[src/rtl/wb_port_arbiter.sv]
// rtl/wb_port_arbiter.sv - register-file write port arbiter between writeback and MDU result FIFO (optional WB_BYPASS_EN)
module wb_port_arbiter #(
  parameter int XLEN         = 32,
  parameter int DEPTH        = 4,
  parameter int STARVE_LIMIT = 8
) (
  input  logic                     clk,
  input  logic                     rst,
  input  logic                     RegWriteW,
  input  logic [4:0]               RdW,
  input  logic [XLEN-1:0]          ResultW,
  input  logic                     mdu_issue,
  input  logic [4:0]               mdu_issue_rd,
  input  logic                     mdu_valid,
  input  logic [4:0]               mdu_rd,
  input  logic [XLEN-1:0]          mdu_data,
  output logic                     mdu_ready,
  input  logic [4:0]               Rs1D,
  input  logic [4:0]               Rs2D,
  output logic                     stall_d,
  output logic                     wb_hold,
  output logic                     rf_we,
  output logic [4:0]               rf_rd,
  output logic [XLEN-1:0]          rf_wd,
  output logic [$clog2(DEPTH):0]   fifo_count
);

  localparam int AW = $clog2(DEPTH);
  localparam int CW = AW + 1;
  localparam logic [CW-1:0] FULL_COUNT = CW'(DEPTH);
  localparam logic [7:0]    LIMIT      = 8'(STARVE_LIMIT);

  logic [4:0]      q_rd   [DEPTH];
  logic [XLEN-1:0] q_data [DEPTH];
  logic [AW-1:0]   head, tail;
  logic [CW-1:0]   count;
  logic [31:0]     busy, busy_next;
  logic [7:0]      starve, starve_next;
  logic            active;

  logic pipe_wr, empty, full, pop, accept, push, bypass;

  assign pipe_wr   = RegWriteW && (RdW != 5'd0);
  assign empty     = (count == '0);
  assign full      = (count == FULL_COUNT);
  // active keeps mdu_ready low while reset is applied and until the first edge after release
  assign mdu_ready = active && !full;
  assign accept    = mdu_valid && mdu_ready;
  assign pop       = !pipe_wr && !empty;
`ifdef WB_BYPASS_EN
  assign bypass    = empty && !pipe_wr && accept && (mdu_rd != 5'd0);
`else
  assign bypass    = 1'b0;
`endif
  assign push      = accept && (mdu_rd != 5'd0) && !bypass;
  assign fifo_count = count;

  assign stall_d = ((Rs1D != 5'd0) && busy[Rs1D]) || ((Rs2D != 5'd0) && busy[Rs2D]);

  // Write-port mux: pipeline first, then FIFO head, then (optionally) direct MDU result
  always_comb begin
    rf_we = 1'b0;
    rf_rd = 5'd0;
    rf_wd = '0;
    if (pipe_wr) begin
      rf_we = 1'b1;
      rf_rd = RdW;
      rf_wd = ResultW;
    end else if (pop) begin
      rf_we = 1'b1;
      rf_rd = q_rd[head];
      rf_wd = q_data[head];
    end else if (bypass) begin
      rf_we = 1'b1;
      rf_rd = mdu_rd;
      rf_wd = mdu_data;
    end
  end

  // Scoreboard next state: completions clear, a same-cycle issue re-sets, x0 never busy
  always_comb begin
    busy_next = busy;
    if (pop)       busy_next[q_rd[head]]  = 1'b0;
    if (bypass)    busy_next[mdu_rd]      = 1'b0;
    if (mdu_issue) busy_next[mdu_issue_rd] = 1'b1;
    busy_next[0] = 1'b0;
  end

  // Starvation counter next state: count blocked drains, saturate, restart on any pop
  always_comb begin
    starve_next = starve;
    if (pop)
      starve_next = 8'd0;
    else if (!empty && pipe_wr && (starve != LIMIT))
      starve_next = starve + 8'd1;
  end

  // FIFO storage; contents are only meaningful under the count, so no reset is needed
  always_ff @(posedge clk) begin
    if (push) begin
      q_rd[tail]   <= mdu_rd;
      q_data[tail] <= mdu_data;
    end
  end

  // Control state: pointers, occupancy, scoreboard, starvation and hold request
  always_ff @(posedge clk or negedge rst) begin
    if (!rst) begin
      head    <= '0;
      tail    <= '0;
      count   <= '0;
      busy    <= '0;
      starve  <= 8'd0;
      wb_hold <= 1'b0;
      active  <= 1'b0;
    end else begin
      active <= 1'b1;
      if (push) tail <= tail + AW'(1);
      if (pop)  head <= head + AW'(1);
      case ({push, pop})
        2'b10:   count <= count + CW'(1);
        2'b01:   count <= count - CW'(1);
        default: count <= count;
      endcase
      busy    <= busy_next;
      starve  <= starve_next;
      wb_hold <= (starve_next == LIMIT);
    end
  end

endmodule

[config.mk]
export PLATFORM = sky130hd
export DESIGN_NAME = wb_port_arbiter
export DESIGN_NICKNAME = d
export VERILOG_FILES = /design/src/rtl/wb_port_arbiter.sv
export SDC_FILE = /design/constraint.sdc
export NUM_CORES = 1
export LEC_CHECK = 0
export BUFFER_PORTS_ARGS = -buffer_cell sky130_fd_sc_hd__buf_2
export CAP_MARGIN = 40
export CORE_MARGIN = 8
export CORE_UTILIZATION = 51
export DETAILED_ROUTE_END_ITERATION = 16
export MAX_ROUTING_LAYER = met4
export PLACE_DENSITY = 0.85
export SLEW_MARGIN = 20
export SYNTH_ARGS = -nofsm -noshare
export SYNTH_HDL_FRONTEND = slang
export SYNTH_SLANG_ARGS = --single-unit
[constraint.sdc]
create_clock -name clk -period 2.52 [get_ports clk]
set_clock_uncertainty 0.2 [all_clocks]
set_input_delay 0.504 -clock clk [delete_from_list [all_inputs] [get_ports clk]]
set_output_delay 0.504 -clock clk [all_outputs]
set_load 0.1 [all_outputs]
After elaboration in Yosys (flattened, before gate mapping)
Memory sizes are Yosys's and may differ from the RTL's.
Index checks and enable logic that the tools add are counted.
Cells by class
  $add $sub $neg: 5
  magnitude comparators: 6
  eq/ne operators: 5
  multiplexer cells: 21
  bitwise logic cells: 3
  reduce and logical (&&, ||, !) cells: 21
Operator list (count)
  $mux 32: 4
  $and 32x32->32: 1
  $not 32->32: 1
  $or 32x32->32: 1
  $lt 5x6->1 const B: 4
  $reduce_bool 5->1: 4
  $mux 8: 2
  $logic_and 1x1->1: 11
  $bmux 1 s5: 2
  $demux 1 s5: 2
  $ge 5x1->1 const B: 2
  $mux 5: 2
  $add 8x1->8 const B: 1
  $eq 8x4->1 const B: 1
  $mux 1: 8
  $ne 8x4->1 const B: 1
  $pmux 3 s2: 1
  $add 2x1->2 const B: 2
  $add 3x1->3 const B: 1
  $eq 3x3->1 const B: 1
  $logic_not 1->1: 3
  $logic_not 3->1: 1
  $sub 3x1->3 const B: 1
  $eq 2x1->1 const B: 1
  other kinds (3): 3
Word-level totals
  register bits after elaboration: 48
  bits in writable memories: 148
  bits of input ports: 94
  word-level logic and storage cells: 70
  memories kept: 2
Memory list
  q_data: words 4, width 32, rd ports 1, clocked after Yosys merged registers in 0, wr ports 1, RTL line 34  | logic [XLEN-1:0] q_data [DEPTH];
  q_rd: words 4, width 5, rd ports 1, clocked after Yosys merged registers in 0, wr ports 1, RTL line 33  | logic [4:0] q_rd [DEPTH];

Longest topological paths before layout
An unclocked memory read counts as a cell.
  depth in word-level cells: 10
  gate-level depth with buffers: 11
  depth with buffers taken out: 11

Worst setup path before layout
No wires, ideal clock.
  kind: reg2reg
  start: register count[0] (netlist: fifo_count[0])
  end: memory q_data[0][0], enable pin
  library setup time: 0.398 ns
  data arrival time: 4.392 ns
  required time: 1.922 ns
  slack: -2.469 ns
  stages on the path, launching flop included: 6
  path buffers: 0
  period minus slack after synthesis: 4.989 ns
  cells stage by stage: dfrtp_1 > inv_1 > a31oi_1 > nand2_1 > a21oi_1 > and2_1
Between the ends
  word-level cells in the longest chain between the ends: 7
Ends and longest elaborated chain
  start: declaration: RTL line 36  | logic [CW-1:0] count;
  start signal: assignment: RTL line 121  | 2'b10: count <= count + CW'(1);
  start signal: assignment: RTL line 122  | 2'b01: count <= count - CW'(1);
  start signal: assignment: RTL line 123  | default: count <= count;
  $eq 3x3->1: RTL line 45  | assign full = (count == FULL_COUNT);
  $logic_not 1->1: RTL line 47  | assign mdu_ready = active && !full;
  $logic_and 1x1->1: RTL line 47
  named net mdu_ready: RTL line 17  | output logic mdu_ready,
  $logic_and 1x1->1: RTL line 48  | assign accept = mdu_valid && mdu_ready;
  $logic_and 1x1->1: RTL line 55  | assign push = accept && (mdu_rd != 5'd0) && !bypass;
  $mux 1: RTL line 100  | if (push) begin
  $mux 1 (implied by the code): RTL line 102  | q_data[tail] <= mdu_data;
  end: declaration: RTL line 34
The timed path passes the listed nets, and every way through them passes these cells.

Worst setup path in the final report
  start: register busy[14]
  end: output port stall_d
Between the ends
  word-level cells in the longest chain between the ends: 4
  elaborated cells on any way between the ends: 7
  classes of those cells: mux (4); reduce/logical (3)
Ends and longest elaborated chain
  start: declaration: RTL line 37  | logic [31:0] busy, busy_next;
  start signal: assignment: RTL line 125  | busy <= busy_next;
  $bmux 1 s5: RTL line 58  | assign stall_d = ((Rs1D != 5'd0) && busy[Rs1D]) || ((Rs2D != 5'd0) && busy[Rs2D]);
  $mux 1 (implied by the code): RTL line 58
  $logic_and 1x1->1: RTL line 58
  $logic_or 1x1->1 (*): RTL line 58
  end: declaration: RTL line 20  | output logic stall_d,
Every way passes the cells marked *; elsewhere a longest branch is shown, timed or not. The select of a mux whose other input is x is not followed.

==> results.md <==
- Worst Max-Slew Pin Slew: 0.625 ns
- Core area: 16600 um2
- CP startpoint kind: flop
- VDD IR max: 0.906 mV
- XOR/XNOR Fraction of Synth Area: 0.908%
- Root Driver: clkbuf_16
- Setup WS post-layout: -0.430 ns
- Via count: 6562
- Fin area: 13300 um2
- Critical path class: flop to output pin
- I/O Buffers: 137
- # IOs: 138
- Hold depth: 1
- Initial Utilization: 52.3%
- Fillers: 768
- Final setup fails: 41
- Async set-reset flop share out of synthesis: 24.5%
- Mean post-synth cell area: 14.8 um2
- Share of layout cells above drive strength 1: 55.4%
- Met1 GRT Util: 30.2%
- Count of cell types in the netlist: 51
- CTS H-tree depth: 4
- Share of the synthesized area in the top cell type: 51.2%
- Die height: 146 um
- Post-DR vias/cell: 6.36
- CTS tree: yes
- R2R depth: 7
- Hold wc startpoint: mdu_data[26]
- Violated checks: negative setup slack
- First-pass GRT wire length: 42.3 mm
- Die width: 146 um
- Clock sinks: 196
- Area leader, netlist: edfxtp_1
- Mux contribution to synthesized area: 14.6%
- DR pass1 iterations: 6
- Unrepaired setup endpoints after global routing: true
- Pwr/cell area: 1140 nW/um2
- Status: finished, violations left
- Compound-Gate Fraction of Synth Area: 6.24%
- Grt ovf: 0
- Max Slew Vio Count: 0
- Total Power: 15.3 mW
- Dominant synthesized flop cell: edfxtp_1
- Cell leakage power: 4.87 nW
- Placed cells: 970
- Post-DR wirelength/cell: 28.6 um
- 1st-iter DRT viols: 678
- Mapped Cells: 586
- GRT Overall Usage: 26.8%
- Maxcap violations: 0
- GR peak layer: met2
- Final hold vios: 0
- Min cycle time layout: 2.95 ns
- Placer Congestion: 0.919
- Syn nets: 688
- Clock-pin slew on the worst setup and hold paths: 0.08 ns
- Hold Path Class: primary input to flop
- Synth Register Bits: 196
- Hold endpoint: q_data[3][26]
- Final worst path period share: 117%
- Simple-Gate Fraction of Synth Area: 9.63%
- Footprint of the multi-input gates: 4390 um2
- Vias in the first global route: 7034
- Number of enable flip-flop cells after synthesis: 148
- Hold Slack: 0.0739 ns
- Total Routed Length: 29.5 mm
- Non-Filler Instances: 1032
- Setup TNS: -13.81 ns
- Relative slew slack: 57.7%
- Crit path max fanout: 3
- Drc violations: 0
- M2 GR Usage: 45.2%
- Synthesized cell area: 8680 um2
- Clock latency on the worst-skew pair: 0.44 ns
- Max Root-Sink Buffers: 2
- Routing usage on met3: 5.81%
- Largest cells by area after synthesis: edfxtp_1, dfrtp_1, mux4_2, o21ai_0, nand2_1
- Syn. warnings: 0
- FF-to-FF setup slack: -0.10 ns
- # nets final: 897
- Worst setup EP type: output pin
- Critical Path RT: 1.82 ns
- CTS Buf Count: 17
- Max Clock Freq: 339 MHz
- Dpl cell area: 11900 um2
- Post-synthesis sequential area ratio: 65.0%
- Worst path arrival time: 2.25 ns
- RR Endpoint: busy[12]
- Worst r2r src: head[0]
- Die area: 21400 um2
- Adder-Cell Fraction of Synth Area: 1.24%
- FF/Latch Area: 5660 um2
- Main combinational cell family by area after synthesis: multiplexers
- Pin count of the biggest net entering global routing: 33
- CP startpoint: busy[14]
- Row count: 47
- DPL Wire Length: 16.9 mm
- Initial antenna violation count: 3
- P&R area growth vs syn: 53.7%
- DRT antenna net count: 0
-- routing by layer --
layer  vias up  part of all wire [%]
li1       2694                     -
met1      3323                    35
met2       446                    54
met3        99                   7.5
met4         0                   3.6
met5         -                     0
-- worst max path at each step --
stage                          endpoint  slack [ns]  cells after the start
after floorplan           fifo_count[2]       -0.26                     11
after global placement          stall_d       -0.44                      6
after detailed placement        stall_d       -0.47                      6
after CTS                       stall_d       -0.43                      5
after global routing            stall_d       -0.49                      5
final                           stall_d       -0.43                      5
-- placed cells by master (no fill, tap or decap), types with 3 or more instances in the layout --
| cell | n |
|---|---|
| a22o_4 | 3 |
| and2_4 | 4 |
| buf_12 | 58 |
| buf_16 | 7 |
| buf_2 | 97 |
| buf_4 | 46 |
| buf_6 | 9 |
| clkbuf_16 | 18 |
| clkinv_2 | 3 |
| clkinv_4 | 3 |
| clkinvlp_4 | 4 |
| dfrtp_1 | 43 |
| dfrtp_4 | 4 |
| diode_2 | 4 |
| edfxtp_1 | 148 |
| ha_1 | 6 |
| inv_1 | 11 |
| mux2_2 | 4 |
| mux4_2 | 53 |
| nand2_1 | 15 |
| nand2_4 | 12 |
| nand2_8 | 53 |
| nand2b_1 | 4 |
| nand3_1 | 9 |
| nand3_4 | 32 |
| nand3b_1 | 9 |
| nand4_1 | 4 |
| nor2_1 | 11 |
| nor3_1 | 5 |
| o21ai_0 | 55 |
| o21ai_1 | 5 |
| o21ai_4 | 4 |
| o41ai_1 | 3 |
| or3b_2 | 3 |
| xnor2_1 | 5 |
| xor2_1 | 3 |
-- cells by family after synthesis --
family	count (synthesis)
flops	196
simple gates	174
compound gates	92
mux	60
buf+inv	46
xor+xnor	9
fa+ha+maj	8
other cells	1
-- Yosys cell counts (2+ instances only) --
library cell    n
nand2_1        81
o31ai_1         2
buf_2          10
nand3_1        42
nor2b_1         2
a21oi_1         3
nand4_1         4
nand2b_1        4
and2_1          4
a31oi_1         2
mux4_2         53
nand3b_1        9
edfxtp_1      148
mux2i_1         3
or4_1           2
ha_1            7
a22o_1          3
or3_1           2
buf_1           2
xor2_1          4
clkbuf_1       16
nor3_1          5
o41ai_1         3
nor2_1         12
xnor2_1         5
mux2_2          4
dfrtp_1        48
or3b_2          3
o21ai_0        66
o21a_1          2
inv_1          15
-- flip-flops by register name, indices dropped and copies added (netlist names) --
| name | flops |
|---|---|
| tail | 2 |
| q_rd | 20 |
| active | 1 |
| q_data | 128 |
| wb_hold | 1 |
| busy | 31 |
| starve | 8 |
| fifo_count | 3 |
| head | 2 |
-- through the flow --
step	utilization [%]	setup slack (ns)
floorplan	-	-0.260
global placement	71.6	-0.435
detailed placement	71.6	-0.469
CTS	79.8	-0.429
global route	80.4	-0.489
finish	80.4	-0.430
-- worst max-delay path, stage by stage (launching register included) --
cell	delay [ns]
dfrtp_1	0.44
mux4_2	0.46
mux2_2	0.30
a211oi_4	0.28
o221ai_4	0.15
buf_12	0.18
-- report_power, final --
group	internal [mW]	total (mW)	switching [mW]	leakage [nW]
clock network	1.48	2.74	1.26	0.279
registers	4.10	4.54	0.441	1.93
logic	3.27	7.98	4.71	2.67
total	8.84	15.3	6.42	4.87
-- cell type report --
class / instances / share of cell area, %
antenna: 4 / 0.0751
clock buffer: 18 / 3.22
clock inverter: 14 / 1.14
multi-input combinational: 344 / 32.9
tap: 220 / 2.06
inverter: 15 / 0.488
sequential: 196 / 42.5
timing repair buffer: 221 / 17.6
-- what timing repair did --
item / 4_1_cts / 5_1_grt
cloned: 5 / 1
gates resized for setup: 79 / 24
pin swaps: 40 / 19
endpoints found under the setup margin: 40 / 62
hold buffers: 1 / 0
setup buffers: 20 / 5
endpoints found under the hold margin: 19 / 0
(Power assumes the default switching activity.)
